==> config.mk <==
export PLATFORM = sky130hd
export DESIGN_NAME = apb_slave_regfile_flat
export DESIGN_NICKNAME = d
export VERILOG_FILES = /design/src/rtl/apb_slave_regfile_if.sv /design/src/rtl/apb_slave_regfile.sv /design/src/flat_wrapper.sv
export SDC_FILE = /design/constraint.sdc
export NUM_CORES = 1
export LEC_CHECK = 0
export CORE_UTILIZATION = 64
export CTS_BUF_LIST = sky130_fd_sc_hd__clkbuf_8
export DETAILED_ROUTE_END_ITERATION = 12
export GPL_ROUTABILITY_DRIVEN = 0
export PLACE_DENSITY_LB_ADDON = 0.08
export RECOVER_POWER = 25
export SLEW_MARGIN = 5
export SYNTH_ARGS = -nofsm -noshare
export SYNTH_HDL_FRONTEND = slang
export SYNTH_SLANG_ARGS = --single-unit
==> constraint.sdc <==
create_clock -name Pclk -period 3.17 [get_ports Pclk]
set_input_delay 0.317 -clock Pclk [delete_from_list [all_inputs] [get_ports Pclk]]
set_output_delay 0.317 -clock Pclk [all_outputs]
set_load 0.01 [all_outputs]
==> src/rtl/apb_slave_regfile_if.sv <==
// APB bus bundle between the controller and one register-file responder.
interface apb_slave_regfile_if;
   logic [2:0]  Pselx;
   logic        Penable;
   logic        Pwrite;
   logic [31:0] Paddr;
   logic [31:0] Pwdata;
   logic [31:0] Prdata;
   logic        Pready;
   logic        Pslverr;

   modport master (
      output Pselx, Penable, Pwrite, Paddr, Pwdata,
      input  Prdata, Pready, Pslverr
   );

   modport slave (
      input  Pselx, Penable, Pwrite, Paddr, Pwdata,
      output Prdata, Pready, Pslverr
   );
endinterface

==> src/rtl/apb_slave_regfile.sv <==
// APB register-file responder: single-beat reads/writes to a small bank of
// 32-bit registers, top register is a read-only ID, programmable wait states.
//
//  state    | meaning
//  ---------+-------------------------------------------------------------
//  ST_IDLE  | waiting for a setup cycle on our Pselx bit
//  ST_WAIT  | access phase, Pready low, counting down inserted wait cycles
//  ST_READY | Pready high for one cycle; writes commit at the end of it
module apb_slave_regfile #(
   parameter int          SLAVE_ID    = 0,
   parameter logic [31:0] BASE_ADDR   = 32'h0000_0000,
   parameter int          NUM_REGS    = 8,
   parameter int          WAIT_STATES = 0,
   parameter logic [31:0] ID_VALUE    = 32'hA9B0_0001
) (
   input logic                Pclk,
   input logic                Preset,
   apb_slave_regfile_if.slave apb
);

   localparam logic [3:0] CNT_INIT = (WAIT_STATES > 0) ? 4'(WAIT_STATES - 1) : 4'd0;
   localparam logic [2:0] RO_IDX   = 3'(NUM_REGS - 1);

   typedef enum logic [1:0] {
      ST_IDLE  = 2'd0,
      ST_WAIT  = 2'd1,
      ST_READY = 2'd2
   } state_t;

   state_t      state, state_nxt;
   logic [3:0]  cnt, cnt_nxt;
   logic        pwrite_q;
   logic [2:0]  idx_q;
   logic        err_q;
   logic [31:0] prdata_q;
   logic [31:0] regs [NUM_REGS];

   logic        sel;
   logic        setup;
   logic        hit;
   logic [2:0]  idx;
   logic        ro;
   logic        err;
   logic        start;
   logic        load_rd;
   logic        commit;
   logic        unused_bits;

   assign sel     = apb.Pselx[SLAVE_ID];
   assign setup   = sel & ~apb.Penable;
   assign hit     = (apb.Paddr[31:5] == BASE_ADDR[31:5]);
   assign idx     = apb.Paddr[4:2];
   assign ro      = (idx == RO_IDX);
   assign err     = ~hit | (apb.Pwrite & ro);
   assign start   = (state == ST_IDLE) & setup;
   assign load_rd = start & ~apb.Pwrite & ~err;
   assign commit  = (state == ST_READY) & sel & apb.Penable & pwrite_q & ~err_q;

   // Byte-lane bits and foreign select bits are deliberately ignored.
   assign unused_bits = ^{apb.Paddr[1:0], apb.Pselx};

   assign apb.Prdata  = prdata_q;
   assign apb.Pready  = (state == ST_READY);
   assign apb.Pslverr = (state == ST_READY) & err_q;

   // Next-state and wait counter; aborts if select drops during the wait.
   always_comb begin
      state_nxt = state;
      cnt_nxt   = cnt;
      case (state)
         ST_IDLE: begin
            if (setup) begin
               state_nxt = (WAIT_STATES > 0) ? ST_WAIT : ST_READY;
               cnt_nxt   = CNT_INIT;
            end
         end
         ST_WAIT: begin
            if (!sel)
               state_nxt = ST_IDLE;
            else if (cnt == 4'd0)
               state_nxt = ST_READY;
            else
               cnt_nxt = cnt - 4'd1;
         end
         ST_READY: state_nxt = ST_IDLE;
         default:  state_nxt = ST_IDLE;
      endcase
   end

   // State register plus transfer bookkeeping, read data and register bank.
   always_ff @(posedge Pclk) begin
      if (Preset) begin
         state    <= ST_IDLE;
         cnt      <= 4'd0;
         pwrite_q <= 1'b0;
         idx_q    <= 3'd0;
         err_q    <= 1'b0;
         prdata_q <= 32'd0;
         for (int i = 0; i < NUM_REGS; i++)
            regs[i] <= 32'd0;
      end else begin
         state <= state_nxt;
         cnt   <= cnt_nxt;
         if (start) begin
            pwrite_q <= apb.Pwrite;
            idx_q    <= idx;
            err_q    <= err;
         end
         if (load_rd)
            prdata_q <= ro ? ID_VALUE : regs[idx];
         if (commit)
            regs[idx_q] <= apb.Pwdata;
      end
   end

endmodule

==> src/flat_wrapper.sv <==
// flat-port wrapper written by rule: the top's interface ports become plain ports
module apb_slave_regfile_flat 
#(
   parameter int          SLAVE_ID    = 0,
   parameter logic [31:0] BASE_ADDR   = 32'h0000_0000,
   parameter int          NUM_REGS    = 8,
   parameter int          WAIT_STATES = 0,
   parameter logic [31:0] ID_VALUE    = 32'hA9B0_0001
)
  (Pclk, Preset, apb_Pselx, apb_Penable, apb_Pwrite, apb_Paddr, apb_Pwdata, apb_Prdata, apb_Pready, apb_Pslverr);
  apb_slave_regfile_if apb_i ();
  input logic Pclk;
  input logic Preset;
  input wire logic [$bits(apb_i.Pselx)-1:0] apb_Pselx;
  input wire logic [$bits(apb_i.Penable)-1:0] apb_Penable;
  input wire logic [$bits(apb_i.Pwrite)-1:0] apb_Pwrite;
  input wire logic [$bits(apb_i.Paddr)-1:0] apb_Paddr;
  input wire logic [$bits(apb_i.Pwdata)-1:0] apb_Pwdata;
  output wire logic [$bits(apb_i.Prdata)-1:0] apb_Prdata;
  output wire logic [$bits(apb_i.Pready)-1:0] apb_Pready;
  output wire logic [$bits(apb_i.Pslverr)-1:0] apb_Pslverr;
  assign apb_i.Pselx = apb_Pselx;
  assign apb_i.Penable = apb_Penable;
  assign apb_i.Pwrite = apb_Pwrite;
  assign apb_i.Paddr = apb_Paddr;
  assign apb_i.Pwdata = apb_Pwdata;
  assign apb_Prdata = apb_i.Prdata;
  assign apb_Pready = apb_i.Pready;
  assign apb_Pslverr = apb_i.Pslverr;
  apb_slave_regfile #(.SLAVE_ID(SLAVE_ID), .BASE_ADDR(BASE_ADDR), .NUM_REGS(NUM_REGS), .WAIT_STATES(WAIT_STATES), .ID_VALUE(ID_VALUE)) u_core (.Pclk(Pclk), .Preset(Preset), .apb(apb_i));
endmodule
# == Yosys cells after proc, flatten, opt, wreduce, memory -nomap -nowiden ==
# Memory sizes are Yosys's and may differ from the RTL's.
# Index checks and enable logic that the tools add are counted.
# totals
reg_bits,43
ramBits,256
input_bits,71
output_inout_bits,34
wordCells,55
memories,1
# mem_list
memory,depth,word_bits,read_ports,rd_clocked_by_memory_dff,write_ports,line,rtl
u_core.regs,8,32,1,0,8,apb_slave_regfile.sv:36,logic [31:0] regs [NUM_REGS];
# classes
n_addsub,1
eq_ne,7
muxes,17
bitwise,16
n_reduce_logical,7
# ops
op,count
2-to-1 mux 32 bit,2
OR reduction 32 bit,1
zero test 27 bit,1
2-to-1 mux 4 bit,3
AND 1 bit,10
one-hot mux 4 bit (2 select lines),1
2-to-1 mux 1 bit,6
2-to-1 mux 2 bit,3
inverter 1 bit,5
zero test 4 bit,1
!= test 2 bit (second input constant),2
one-hot mux 2 bit (2 select lines),1
AND reduction 4 bit,1
subtractor 4 x 1 -> 4 bit (second input constant),1
== test 3 bit (second input constant),1
2-to-1 mux 3 bit,1
!= test 3 x 2 -> 1 bit (second input constant),1
== test 2 x 1 -> 1 bit (second input constant),1
== test 2 bit (second input constant),1
zero test 2 bit,1
!= test 2 x 1 -> 1 bit (second input constant),1
AND reduction 2 bit,1
nonzero test 2 bit,1
bitwise OR 1 bit,1

# == Logic depth before layout (Yosys ltp) ==
# Gate-level depths: netlist of the first run.
# logic_depth
ltp_word,10
depth_mapped,7
mapped_depth_nobuf,4

# == Least setup slack after synthesis of the first run ==
# OpenSTA, ideal clock, no wires.
# synth_timing
kind,reg-to-reg
startpoint,register u_core.state[1]
endpoint,"memory u_core.regs[0][0], enable pin"
setup_time_ps,375
t_arrival_ps,1815
required_ps,2795
setup_slack_ps,981
path_stages_with_launch,5
n_path_buf,0
synth_period_minus_slack_ps,2189
cell_sequence,dfxtp_1 > nand4b_1 > or4b_4 > nor3_4 > or2_2
# synth_lines
item,line,rtl
from (decl),apb_slave_regfile.sv:30,"state_t state, state_nxt;"
from (signal assigned),apb_slave_regfile.sv:102,state <= state_nxt;
to (decl),apb_slave_regfile.sv:36,

==> key figures, run 1 <==
Run status
  – Result of the run: complete, but fails checks
  – Violations in the final reports: design-rule violations

Timing
  – Setup TNS: 0 ns
  – Fraction of the cycle the final worst path needs: 0.768
  – Setup-violating endpoint count in the final report: 0
  – Achievable Freq: 411 MHz
  – Final slew viol count: 0
  – Relative slew slack: 0.313
  – Final hold viol count: 0
  – Skew final: 0.0233 ns
  – Shortest period the worst path allows: 2.43 ns
  – Transition time at the pin with the least slew margin: 1.03 ns
  – Setup repair after global routing missed its margin: false

Cells and area
  – Storage element area: 7490 sq um
  – Diode insertion count for antenna repair: 0
  – Most used cells in the layout excluding fill and tap cells: edfxtp_1 (224), and2_1 (181), mux2i_1 (116)
  – Synthesis-to-layout area growth: 17.5%
  – Most frequent standard cell in the layout excluding fill and tap cells: edfxtp_1
  – Post-route core utilization: 0.773
  – Combined area of the multi-input logic cells: 4000 sq um
  – Ratio of cells with drive above 1 in the final layout: 0.137
  – Final nets: 1063
  – Fill count: 1082

Pwr
  – Share of total power in combinational logic: 0.067
  – Part of the power in the clock network: 0.399
  – IR drop worst, VDD: 0.000394 V
  – Total internal power: 5.58 mW
  – Switching power of the nets: 1.64 mW
  – Share of total power consumed by net switching: 0.227
  – Proportion of power drawn by flip-flops and latches: 0.534
  – Reported leakage power: 5.60 nW
  – Tot Pwr: 7.23 mW
  – Areal power density over the cells: 517 nW/um^2

CTS
  – CTS buffer count: 43
  – Hold buffer count at CTS: 0
  – Clock Latency Late Sink: 0.56 ns
  – Post-CTS resize count: 0
  – CTS clock-pin slew for the worst setup and hold paths: 0.06 ns
  – Deepest clock path buffer count: 3
  – Clock tree from TritonCTS: built
  – Post-CTS Setup Inserts: 0
  – Clock root cell: clkbuf_8
  – H-tree levels: 2
  – TritonCTS sink count: 262

Drt
  – Drt drc: 8
  – Total wirelength of the detailed-routed design: 29000 um
  – Number of detailed-route iterations in the first pass: 9
  – Average detailed-routed wire length per instance: 23.1 um
  – Vias after detailed routing: 7719
  – Detailed-route vias per instance: 6.15
  – Number of nets still failing antenna checks after routing: 0
  – Starting DRC count in detailed routing: 551

Die
  – Count of pins on the block boundary: 105
  – Die outline height: 138 um
  – Starting density of the core: 0.658
  – Std-Cell Rows: 49
  – Core Area: 18100 sq um
  – Floorplan die area: 19100 sq um
  – Width of the die: 138 um

Synthesis
  – Mapped cell area: 11900 sq um
  – Share of the yosys chip area belonging to registers: 0.629
  – Number of register bits inferred by synthesis: 262
  – Top post-synthesis cells by area: edfxtp_1 (57%), and2_1 (10%), mux2i_1 (9.8%)
  – Yosys top cell by area: edfxtp_1
  – Avg Synthesized Cell Area: 13.5 sq um
  – Total nets after synthesis: 954
  – Gate count of the mapped netlist: 883
  – Synth warn: 0
  – Count of distinct cell types in the synthesized netlist: 38
  – Yosys top cell area share: 0.565

Global routing
  – Congestion Overflow GR: 0
  – Global-route wire length before repair: 44700 um
  – Global Route met2 Usage: 0.533
  – Largest net degree at the start of global routing: 46
  – Initial antenna violation count: 0
  – Peak-usage layer in the global routing report: met2
  – Number of global-route vias before repair: 8273
  – Gr usage total: 0.309
  – Met3 Use GR: 0.0669
  – Global Route met1 Usage: 0.377

Worst hold path
  – Class of the tightest hold or removal check: input pin to flip-flop

Setup path
  – Kind of start point of the critical path: flip-flop
  – Arr. time, crit path: 2.68 ns
  – WS Path Type: flip-flop to flip-flop
  – Crit end category: flip-flop
  – Critical path fanouts, max: 22
  – Data required time of the critical path: 3.41 ns

Run
  – Number of maximum-capacitance constraint violations: 0

Placement
  – Port Buf Inserts: 100
  – Post-detailed-placement half-perimeter wirelength: 16400 um
## power by group through the flow
stage	Sequential (mW)	Clock, mW	Combinational, mW
3_5_place_dp	3.93	0	0.480
6_report	3.86	2.88	0.486
4_1_cts	3.86	2.91	0.483
3_3_place_gp	3.92	0	0.467
5_1_grt	3.87	3.06	0.515
2_1_floorplan	3.92	0	0.254
## worst max-delay path: stages, from the launching register on
cell and delay [ns]:
dfxtp_1 0.32, nand4b_1 0.22, nand4bb_1 0.29, nor2_1 0.17
or2_0 0.80, buf_12 0.30
## metrics by stage
step	instance area [sq um]	instances	hold WS (ns)	setup WS, ns
4_1_cts	14000	1255	0.249	0.885
5_1_grt	14000	1255	0.276	0.603
2_1_floorplan	11900	883	0.461	0.981
3_3_place_gp	13200	1176	0.459	0.554
6_report	14000	1255	0.275	0.735
3_5_place_dp	13200	1176	0.465	0.439
## logic make-up after synthesis
family / synth area share
AND/OR/NAND/NOR: 0.170
multiplexers: 0.105
buffers and inverters: 0.0336
AO/OA/AOI/OAI: 0.0621
flip-flops: 0.629
## cell usage after synthesis, drive strengths merged
cell,number
and4,2
nor2b,3
nor3b,1
nand4b,1
and2,225
nand2b,29
a311oi,1
nand2,25
o221ai,24
or2,8
o2111ai,8
nand4bb,1
nor4,6
edfxtp,224
a21oi,8
mux2i,116
o221a,8
nand3,1
a221oi,24
nand4,3
or4b,1
inv,24
o22ai,8
buf,21
dfxtp,38
nor2,11
mux2,8
nor3,3
o31ai,8
clkbuf,43
## routing by layer
layer / share of wire / routed length [um] / vias up
met5: 0 / 0 / -
li1: - / - / 3462
met3: 0.079 / 2290 / 74
met4: 0.027 / 771 / 0
met2: 0.51 / 14700 / 369
met1: 0.39 / 11200 / 3814
## sequential cells by signal (all words and copies together) (netlist names)
signal	cells
u_core.apb.Prdata	32
u_core.idx_q	3
u_core.err_q	1
u_core.regs	224
u_core.state	1
u_core.pwrite_q	1
## final timing paths
path / startpoint / endpoint / slack (ns) / cells past startpoint
hold / removal: Preset / u_core.pwrite_q / 0.27 / 3
setup reg to reg: u_core.err_q / u_core.regs[6][16] / 0.74 / 5
hold reg to reg: u_core.apb.Prdata[14] / u_core.apb.Prdata[14] / 0.47 / 2
setup / recovery: u_core.err_q / u_core.regs[6][16] / 0.74 / 5
## final cells by class
cell class	count	share of cell area
Clock inverter	31	0.0130
Multi-Input combinational cell	533	0.286
Clock buffer	48	0.0473
Timing Repair Buffer	128	0.0909
Inverter	24	0.00645
Sequential cell	262	0.536
Tap cell	229	0.0205
No activity file was read; power rests on OpenSTA's default activity.
==> run 2, diff against run 1 <==
--- a/config.mk
+++ b/config.mk
@@ -5,7 +5,7 @@
 export SDC_FILE = /design/constraint.sdc
 export NUM_CORES = 1
 export LEC_CHECK = 0
-export CORE_UTILIZATION = 64
+export CORE_UTILIZATION = 54
 export CTS_BUF_LIST = sky130_fd_sc_hd__clkbuf_8
 export DETAILED_ROUTE_END_ITERATION = 12
 export GPL_ROUTABILITY_DRIVEN = 0
==> constraint.sdc (replaced) <==
create_clock -name Pclk -period 2.2 [get_ports Pclk]
set_input_delay 0.22 -clock Pclk [delete_from_list [all_inputs] [get_ports Pclk]]
set_output_delay 0.22 -clock Pclk [all_outputs]
set_load 0.01 [all_outputs]
==> run 2 against run 1 <==
The flow now finishes without violations. Clock skew shrank 0.0014 ns. Critical path depth did not move. Clock power up 49%. Sequential power increased by 44%. Wire length fell by 4.2%. Final area is 1.6% higher. Global-route usage fell by 5.3 points. Largest power group unchanged. Highest routed layer unchanged.
==> key figures, run 2 (synthesis results as in run 1) <==
Global routing
  – Largest net degree at the start of global routing: 49
  – Congestion Overflow GR: 0
  – Number of global-route vias before repair: 7855
  – Gr usage total: 0.256
  – Global-route wire length before repair: 42800 um
  – Initial antenna violation count: 0

Cells and area
  – Reg with most FFs: u_core.regs
  – Fill count: 1547
  – Ratio of cells with drive above 1 in the final layout: 0.155
  – Diode insertion count for antenna repair: 0
  – Synthesis-to-layout area growth: 19.4%
  – Post-route core utilization: 0.667
  – Final nets: 1078
  – Most used cells in the layout excluding fill and tap cells: edfxtp_1 (224), and2_1 (196), mux2i_1 (116)
  – Max reg flops: 224
  – Most frequent standard cell in the layout excluding fill and tap cells: edfxtp_1
  – Final cell area excluding filler cells: 14200 sq um

Drt
  – Vias after detailed routing: 7485
  – Starting DRC count in detailed routing: 436
  – Number of nets still failing antenna checks after routing: 0
  – Drt drc: 0
  – Average detailed-routed wire length per instance: 21.0 um
  – Total wirelength of the detailed-routed design: 27700 um
  – Number of detailed-route iterations in the first pass: 7
  – Detailed-route vias per instance: 5.68

Die
  – Width of the die: 150 um
  – Die outline height: 150 um
  – Core Area: 21300 sq um
  – Std-Cell Rows: 53
  – Count of pins on the block boundary: 105
  – Starting density of the core: 0.559
  – Floorplan die area: 22600 sq um

Pwr
  – Proportion of power drawn by flip-flops and latches: 0.526
  – IR drop worst, VDD: 0.000408 V
  – Part of the power in the clock network: 0.406
  – Share of total power consumed by net switching: 0.225
  – Areal power density over the cells: 744 nW/um^2
  – Switching power of the nets: 2.37 mW
  – Share of total power in combinational logic: 0.068
  – Total internal power: 8.19 mW
  – Reported leakage power: 5.70 nW

Timing
  – Final hold viol count: 0
  – Setup-violating endpoint count in the final report: 0
  – Transition time at the pin with the least slew margin: 0.561 ns
  – Fraction of the cycle the final worst path needs: 0.931
  – Achievable Freq: 488 MHz
  – Shortest period the worst path allows: 2.05 ns
  – Relative slew slack: 0.626
  – Final hold slack: 0.173 ns
  – Final slew viol count: 0
  – Skew final: 0.0219 ns
  – Setup repair after global routing missed its margin: false

Worst hold path
  – Min-Delay Startpoint: Preset
  – Class of the tightest hold or removal check: input pin to flip-flop
  – Destination of the worst hold path: u_core.idx_q[0]
  – Cell depth of the worst min-delay path: 3

Placement
  – Total cell area at the placement stage: 13400 sq um
  – Port Buf Inserts: 100
  – Post-detailed-placement half-perimeter wirelength: 17200 um

Setup path
  – WS Path Type: flip-flop to flip-flop
  – Arr. time, crit path: 2.23 ns
  – FF-to-FF Start: u_core.err_q
  – Minimum setup slack among reg-to-reg paths: 0.15 ns
  – Crit end category: flip-flop
  – Critical path fanouts, max: 22
  – Kind of start point of the critical path: flip-flop
  – Data required time of the critical path: 2.38 ns
  – Number of cells on the worst reg-to-reg path: 5
  – Terminus of the critical flop-to-flop path: u_core.regs[4][18]

CTS
  – H-tree levels: 2
  – Clock tree from TritonCTS: built
  – Clock Latency Late Sink: 0.55 ns
  – Post-CTS resize count: 0
  – TritonCTS sink count: 262
  – Hold buffer count at CTS: 0
  – Deepest clock path buffer count: 3
  – CTS clock-pin slew for the worst setup and hold paths: 0.06 ns
  – Clock root cell: clkbuf_8
  – CTS buffer count: 44
  – Post-CTS Setup Inserts: 0

Run status
  – Result of the run: completed

Run
  – Number of maximum-capacitance constraint violations: 0
run 2: changes by cell type in the layout (fill, tap and decap cells not counted), sizes merged:
cell      delta
buf         +11
bufinv       +1
clkbuf       +3
clkinv       +5
clkinvlp     +2
inv          -5
run 2: layout make-up:
class,count,area [sq um],area share
clock buffers,48,661,0.0465
clock inverters,34,224,0.0158
inverters,24,90.1,0.00634
multi-input cells,533,4010,0.282
flip-flops and latches,262,7490,0.527
well taps,275,344,0.0242
repair buffers,142,1390,0.0981
run 2: routing by layer:
| layer | routed length (um) | global-route usage | vias to the layer above | share of wire |
|---|---|---|---|---|
| met5 | 0 | 0.00682 | - | 0 |
| met4 | 660 | 0.0854 | 0 | 0.024 |
| met3 | 1660 | 0.0452 | 52 | 0.060 |
| li1 | - | - | 3481 | - |
| met1 | 11300 | 0.319 | 3688 | 0.41 |
| met2 | 14100 | 0.447 | 264 | 0.51 |
run 2: worst max path at each step:
stage	from	endpoint	slack, ns
final	u_core.err_q	u_core.regs[4][18]	0.15
after global routing	u_core.state[1]	u_core.regs[4][18]	0.06
after CTS	u_core.state[1]	u_core.regs[0][16]	0.15
after detailed placement	apb_Pselx[0]	u_core.regs[0][26]	-0.10
after global placement	apb_Pselx[0]	u_core.regs[0][18]	-0.06
after floorplan	u_core.state[1]	u_core.regs[0][0]	0.01
run 2: through the flow:
stage | cells | power [mW] | worst slack (ns) | TNS (ns)
final | 1318 | 10.6 | 0.152 | 0
after global routing | 1318 | 10.9 | 0.0628 | 0
after CTS | 1318 | 10.7 | 0.148 | 0
after detailed placement | 1236 | 6.39 | -0.104 | -16.25
after global placement | 1236 | 6.37 | -0.0568 | -6.33
after floorplan | 883 | 6.02 | 0.0108 | 0
run 2: critical path, stage by stage (launching register included):
cell and delay (ns):
dfxtp_1 0.33, nand4b_1 0.22, nand4bb_1 0.35, nor3_1 0.25, or2_2 0.17, buf_4 0.36
run 2: power groups by stage:
stage | Clock (mW) | Sequential (mW) | Combinational (mW)
floorplan | 0 | 5.65 | 0.366
finish | 4.29 | 5.56 | 0.714
CTS | 4.36 | 5.56 | 0.734
global placement | 0 | 5.65 | 0.717
detailed placement | 0 | 5.66 | 0.731
global route | 4.57 | 5.57 | 0.766
==> run 3, diff against run 2 <==
==> constraint.sdc (replaced) <==
create_clock -name Pclk -period 2.2 [get_ports Pclk]
set_input_delay 0.22 -clock Pclk [delete_from_list [all_inputs] [get_ports Pclk]]
set_output_delay 0.22 -clock Pclk [all_outputs]
set_load 0.02 [all_outputs]
==> run 3 against run 2 <==
Maximum frequency increased by 1.5%. Sequential power about the same. First-iteration DRC count increased by 2.3%. Final area increased by 0.38%. Combinational power increased by 3.8%. Sequential share of layout area decreased by 0.20 points. Utilization increased by 0.25 points. Critical path type unchanged. Clock power decreased by 6.5%. Final cell count increased by 0.68%. Worst setup slack improved by 0.029 ns. Non-clock buffer count increased by 9. Largest power group unchanged.
==> key figures, run 3 (synthesis results as in run 1) <==
Drt
  – Number of nets still failing antenna checks after routing: 0
  – Drt drc: 0
  – Total wirelength of the detailed-routed design: 28100 um
  – Number of detailed-route iterations in the first pass: 4
  – Vias after detailed routing: 7634
  – Detailed-route vias per instance: 5.75
  – Starting DRC count in detailed routing: 446
  – Average detailed-routed wire length per instance: 21.2 um

Die
  – Core Area: 21300 sq um
  – Std-Cell Rows: 53
  – Die outline height: 150 um
  – Count of pins on the block boundary: 105
  – Floorplan die area: 22600 sq um
  – Width of the die: 150 um
  – Starting density of the core: 0.559

Timing
  – Setup slack after layout: 0.181 ns
  – Achievable Freq: 495 MHz
  – Skew final: 0.0257 ns
  – Shortest period the worst path allows: 2.02 ns
  – Relative slew slack: 0.606
  – Final slew viol count: 0
  – Transition time at the pin with the least slew margin: 0.591 ns
  – Final hold viol count: 0
  – Setup repair after global routing missed its margin: false
  – Setup TNS: 0 ns
  – Fraction of the cycle the final worst path needs: 0.918
  – Setup-violating endpoint count in the final report: 0

Setup path
  – Arr. time, crit path: 2.25 ns
  – Crit end category: flip-flop
  – WS Path Type: flip-flop to flip-flop
  – Kind of start point of the critical path: flip-flop
  – Data required time of the critical path: 2.44 ns
  – Critical path fanouts, max: 15

Cells and area
  – Final nets: 1087
  – Most frequent standard cell in the layout excluding fill and tap cells: edfxtp_1
  – Most used cells in the layout excluding fill and tap cells: edfxtp_1 (224), and2_1 (175), mux2i_1 (116)
  – Final cell area excluding filler cells: 14300 sq um
  – Synthesis-to-layout area growth: 19.8%
  – Max reg flops: 224
  – Post-Layout Cell Count: 1327
  – Reg with most FFs: u_core.regs
  – Diode insertion count for antenna repair: 0
  – Ratio of cells with drive above 1 in the final layout: 0.151

Pwr
  – Tot Pwr: 10.3 mW
  – Areal power density over the cells: 723 nW/um^2
  – IR drop worst, VDD: 0.000528 V
  – Reported leakage power: 5.73 nW

Global routing
  – Global-route wire length before repair: 44300 um
  – Number of global-route vias before repair: 8110
  – Congestion Overflow GR: 0
  – Initial antenna violation count: 0
  – Gr usage total: 0.261
  – Largest net degree at the start of global routing: 53

Run status
  – Result of the run: completed

CTS
  – Hold buffer count at CTS: 0
  – H-tree levels: 2
  – Clock root cell: clkbuf_8
  – CTS clock-pin slew for the worst setup and hold paths: 0.07 ns
  – CTS buffer count: 44
  – Clock tree from TritonCTS: built
  – Post-CTS Setup Inserts: 0
  – Deepest clock path buffer count: 3
  – Clock Latency Late Sink: 0.55 ns
  – Post-CTS resize count: 0
  – TritonCTS sink count: 262

Run
  – Number of maximum-capacitance constraint violations: 0

Placement
  – Worst slack at placement: -0.0755 ns
  – Number of cells after detailed placement: 1245
  – Total cell area at the placement stage: 13500 sq um
  – Port Buf Inserts: 100
  – Post-detailed-placement half-perimeter wirelength: 17900 um

Worst hold path
  – Class of the tightest hold or removal check: input pin to flip-flop
run 3: changes by cell type in the layout (fill, tap and decap cells not counted), moves of 4 or more:
| cell | delta |
|---|---|
| and2_1 | -21 |
| or2_4 | +4 |
| clkinv_2 | -4 |
| inv_1 | +6 |
| buf_12 | +5 |
| nor2_1 | +4 |
| or2_2 | -4 |
| and2_0 | +21 |
run 3: through the flow:
step,util,hold WS (ns)
2_1_floorplan,-,0.367
3_3_place_gp,0.634,0.461
3_5_place_dp,0.634,0.468
4_1_cts,0.673,0.149
5_1_grt,0.670,0.164
6_report,0.670,0.170
run 3: routing by layer:
| metal | wire, um | GRT usage | share of wire | vias to the layer above |
|---|---|---|---|---|
| li1 | - | - | - | 3514 |
| met1 | 11600 | 0.326 | 0.41 | 3839 |
| met2 | 14500 | 0.464 | 0.51 | 229 |
| met3 | 1360 | 0.0403 | 0.048 | 52 |
| met4 | 644 | 0.0833 | 0.023 | 0 |
| met5 | 0 | 0 | 0 | - |
run 3: critical path: stages (launching register included):
cell and delay, ns:
dfxtp_1 0.33, nand4b_1 0.21, or4b_4 0.56, nor2_1 0.23
or2_4 0.20, buf_12 0.17
run 3: power by group:
group          switching [mW]  internal (mW)
clock                    1.90           2.11
combinational           0.411          0.331
sequential             0.0447           5.51
total                    2.36           7.95
run 3: worst paths after layout:
| path | to | start | cells after the start | slack (ns) |
|---|---|---|---|---|
| worst min-delay path | u_core.idx_q[0] | Preset | 3 | 0.17 |
| worst max register to register | u_core.regs[3][28] | u_core.err_q | 5 | 0.18 |
| worst max-delay path | u_core.regs[3][28] | u_core.err_q | 5 | 0.18 |
| worst min register to register | u_core.apb.Prdata[0] | u_core.apb.Prdata[0] | 2 | 0.47 |
run 3: cell type report:
class,count,area [sq um]
repair buffers,151,1510
clock buffers,51,702
well taps,275,344
inverters,24,90.1
fillers,1565,7030
flip-flops and latches,262,7490
clock inverters,31,123
multi-input cells,533,4000
==> RTL edit: new RTL, config.mk and constraints of run 3 <==
Put a register stage on the output `apb.Pslverr`. The value now appears one clock later.
--- a/src/rtl/apb_slave_regfile.sv
+++ b/src/rtl/apb_slave_regfile.sv
@@ -62,5 +62,7 @@
    assign apb.Prdata  = prdata_q;
    assign apb.Pready  = (state == ST_READY);
-   assign apb.Pslverr = (state == ST_READY) & err_q;
+   always_ff @(posedge Pclk) begin
+      apb.Pslverr <= (state == ST_READY) & err_q;
+   end
 
    // Next-state and wait counter; aborts if select drops during the wait.
Function: changed (Yosys sat finds a counterexample within 4 cycles, from zero or initial values and one cycle with Preset high).
==> RTL edit against run 3 <==
Combinational power increased by 1%. Synthesized cell count increased by 0.11%. Die area increased by 0.13%. Total power about the same. Synthesized area increased by 0.14%. Cell area increased by 0.46%. Hold slack improved by 0.15 ns. Largest cell class unchanged. Sequential cell count increased by 1. Setup slack got worse by 0.040 ns. Routed wire length increased by 0.85%.
==> RTL edit: results (changes against run 3) <==
stage	metric	value	unit	change
global_routing	Total GRT Usage	25.7	%	was 26.1%
worst_setup_path	crit-path max cell delay	0.58	ns	was 0.56 ns
power_and_ir_drop	P_comb	0.750	mW	was 0.741 mW
power_and_ir_drop	seq pwr	5.58	mW	was 5.56 mW
layout	Fill cells	1546		was 1565
placed_design	hpwl dp	18.1	mm	was 17.9 mm
clock_network	clk buf depth	3		unchanged
power_and_ir_drop	maximum vdd drop	0.457	mV	was 0.528 mV
status	outcome	finished clean		unchanged
synth	area fraction in compound gates after synthesis	6.21	%	about the same
power_and_ir_drop	NetSw	2.34	mW	was 2.36 mW
global_routing	largest net degree at the start of global routing	49		was 53
synth	multiplexer area fraction after synthesis	10.5	%	about the same
layout	Layout Nets	1093		was 1087
synth	prevailing post-synth register cell	edfxtp_1		unchanged
sta	Hold WS	0.315	ns	was 0.170 ns
global_routing	initial antenna violation count	2		was 0
routing	drt first pass iters	5		was 4
sta	Setup WS post-layout	0.142	ns	was 0.181 ns
sta	skew final	0.0152	ns	was 0.0257 ns
global_routing	Top Usage Layer GRT	met2		unchanged
layout	Final Non-Filler Cells	1332		was 1327
routing	Routed WL	28.3	mm	was 28.1 mm
power_and_ir_drop	Pleak	5.78	nW	was 5.73 nW
synth	syn_nets	955		was 954
worst_setup_path	crit path to	u_core.regs[1][9]		was u_core.regs[3][28]
routing	DR vias	7622		was 7634
global_routing	met2 Resource Use GR	45.4	%	was 46.4%
sta	Worst Max-Slew Pin Slew	0.634	ns	was 0.591 ns
synth	Syn Inst Count	884		was 883
synth	cells taking the most area after synthesis	edfxtp_1 56%, and2_1 10%, mux2i_1 9.7%		was edfxtp_1 57%, and2_1 10%, mux2i_1 9.8%
synth	post-synthesis sequential area ratio	63.0	%	was 62.9%
worst_setup_path	Critical Path AT	2.46	ns	was 2.25 ns
placed_design	Setup WS pre-CTS	-0.0870	ns	was -0.0755 ns
worst_setup_path	crit-path max FO	10		was 15
routing	1st-iter DRT viols	464		was 446
placed_design	Post-DP Area	13600	um^2	was 13500 um^2
layout	layout cells sized above 1	15.6	%	was 15.1%
global_routing	global-route wire length before repair	43.1	mm	was 44.3 mm
layout	# diodes	0		unchanged
worst_setup_path	worst setup path start	u_core.state[1]		was u_core.err_q
global_routing	vias in the first global route	7857		was 8110
global_routing	M3 GR Usage	4.36	%	was 4.03%
synth	Distinct cells, synth	37		was 38
synth	Synth top cells by count	224 x edfxtp_1, 196 x and2_1, 116 x mux2i_1		unchanged
hold_path	end of the worst hold path	u_core.idx_q[2]		was u_core.idx_q[0]
global_routing	M1 GR Usage	31.5	%	was 32.6%
RTL edit: cell families (layout without fill, tap and decap cells):
logic type,count (synthesis),after routing
AOI/OAI and AO/OA,89,89
buffers and inverters,88,261
DFF,263,263
muxes,124,124
and+or+nand+nor,320,320
RTL edit: layout make-up:
class / count / area [um^2] / area share, %
Tap cell: 275 / 344 / 2.40
Timing Repair Buffer: 156 / 1580 / 11.0
Multi-Input combinational cell: 533 / 3990 / 27.9
Clock inverter: 34 / 168 / 1.17
Clock buffer: 47 / 647 / 4.52
Inverter: 24 / 90.1 / 0.629
Sequential cell: 263 / 7510 / 52.4
RTL edit: routing by layer:
layer  share of wire, %  vias to the layer above
li1                   -                     3514
met1                 41                     3811
met2                 51                      227
met3                5.5                       70
met4                2.7                        0
met5                  0                        -
RTL edit: tightest hold or removal path: stages:
cell and delay [ns]:
buf_2 0.15, buf_4 0.30, nor2_1 0.14
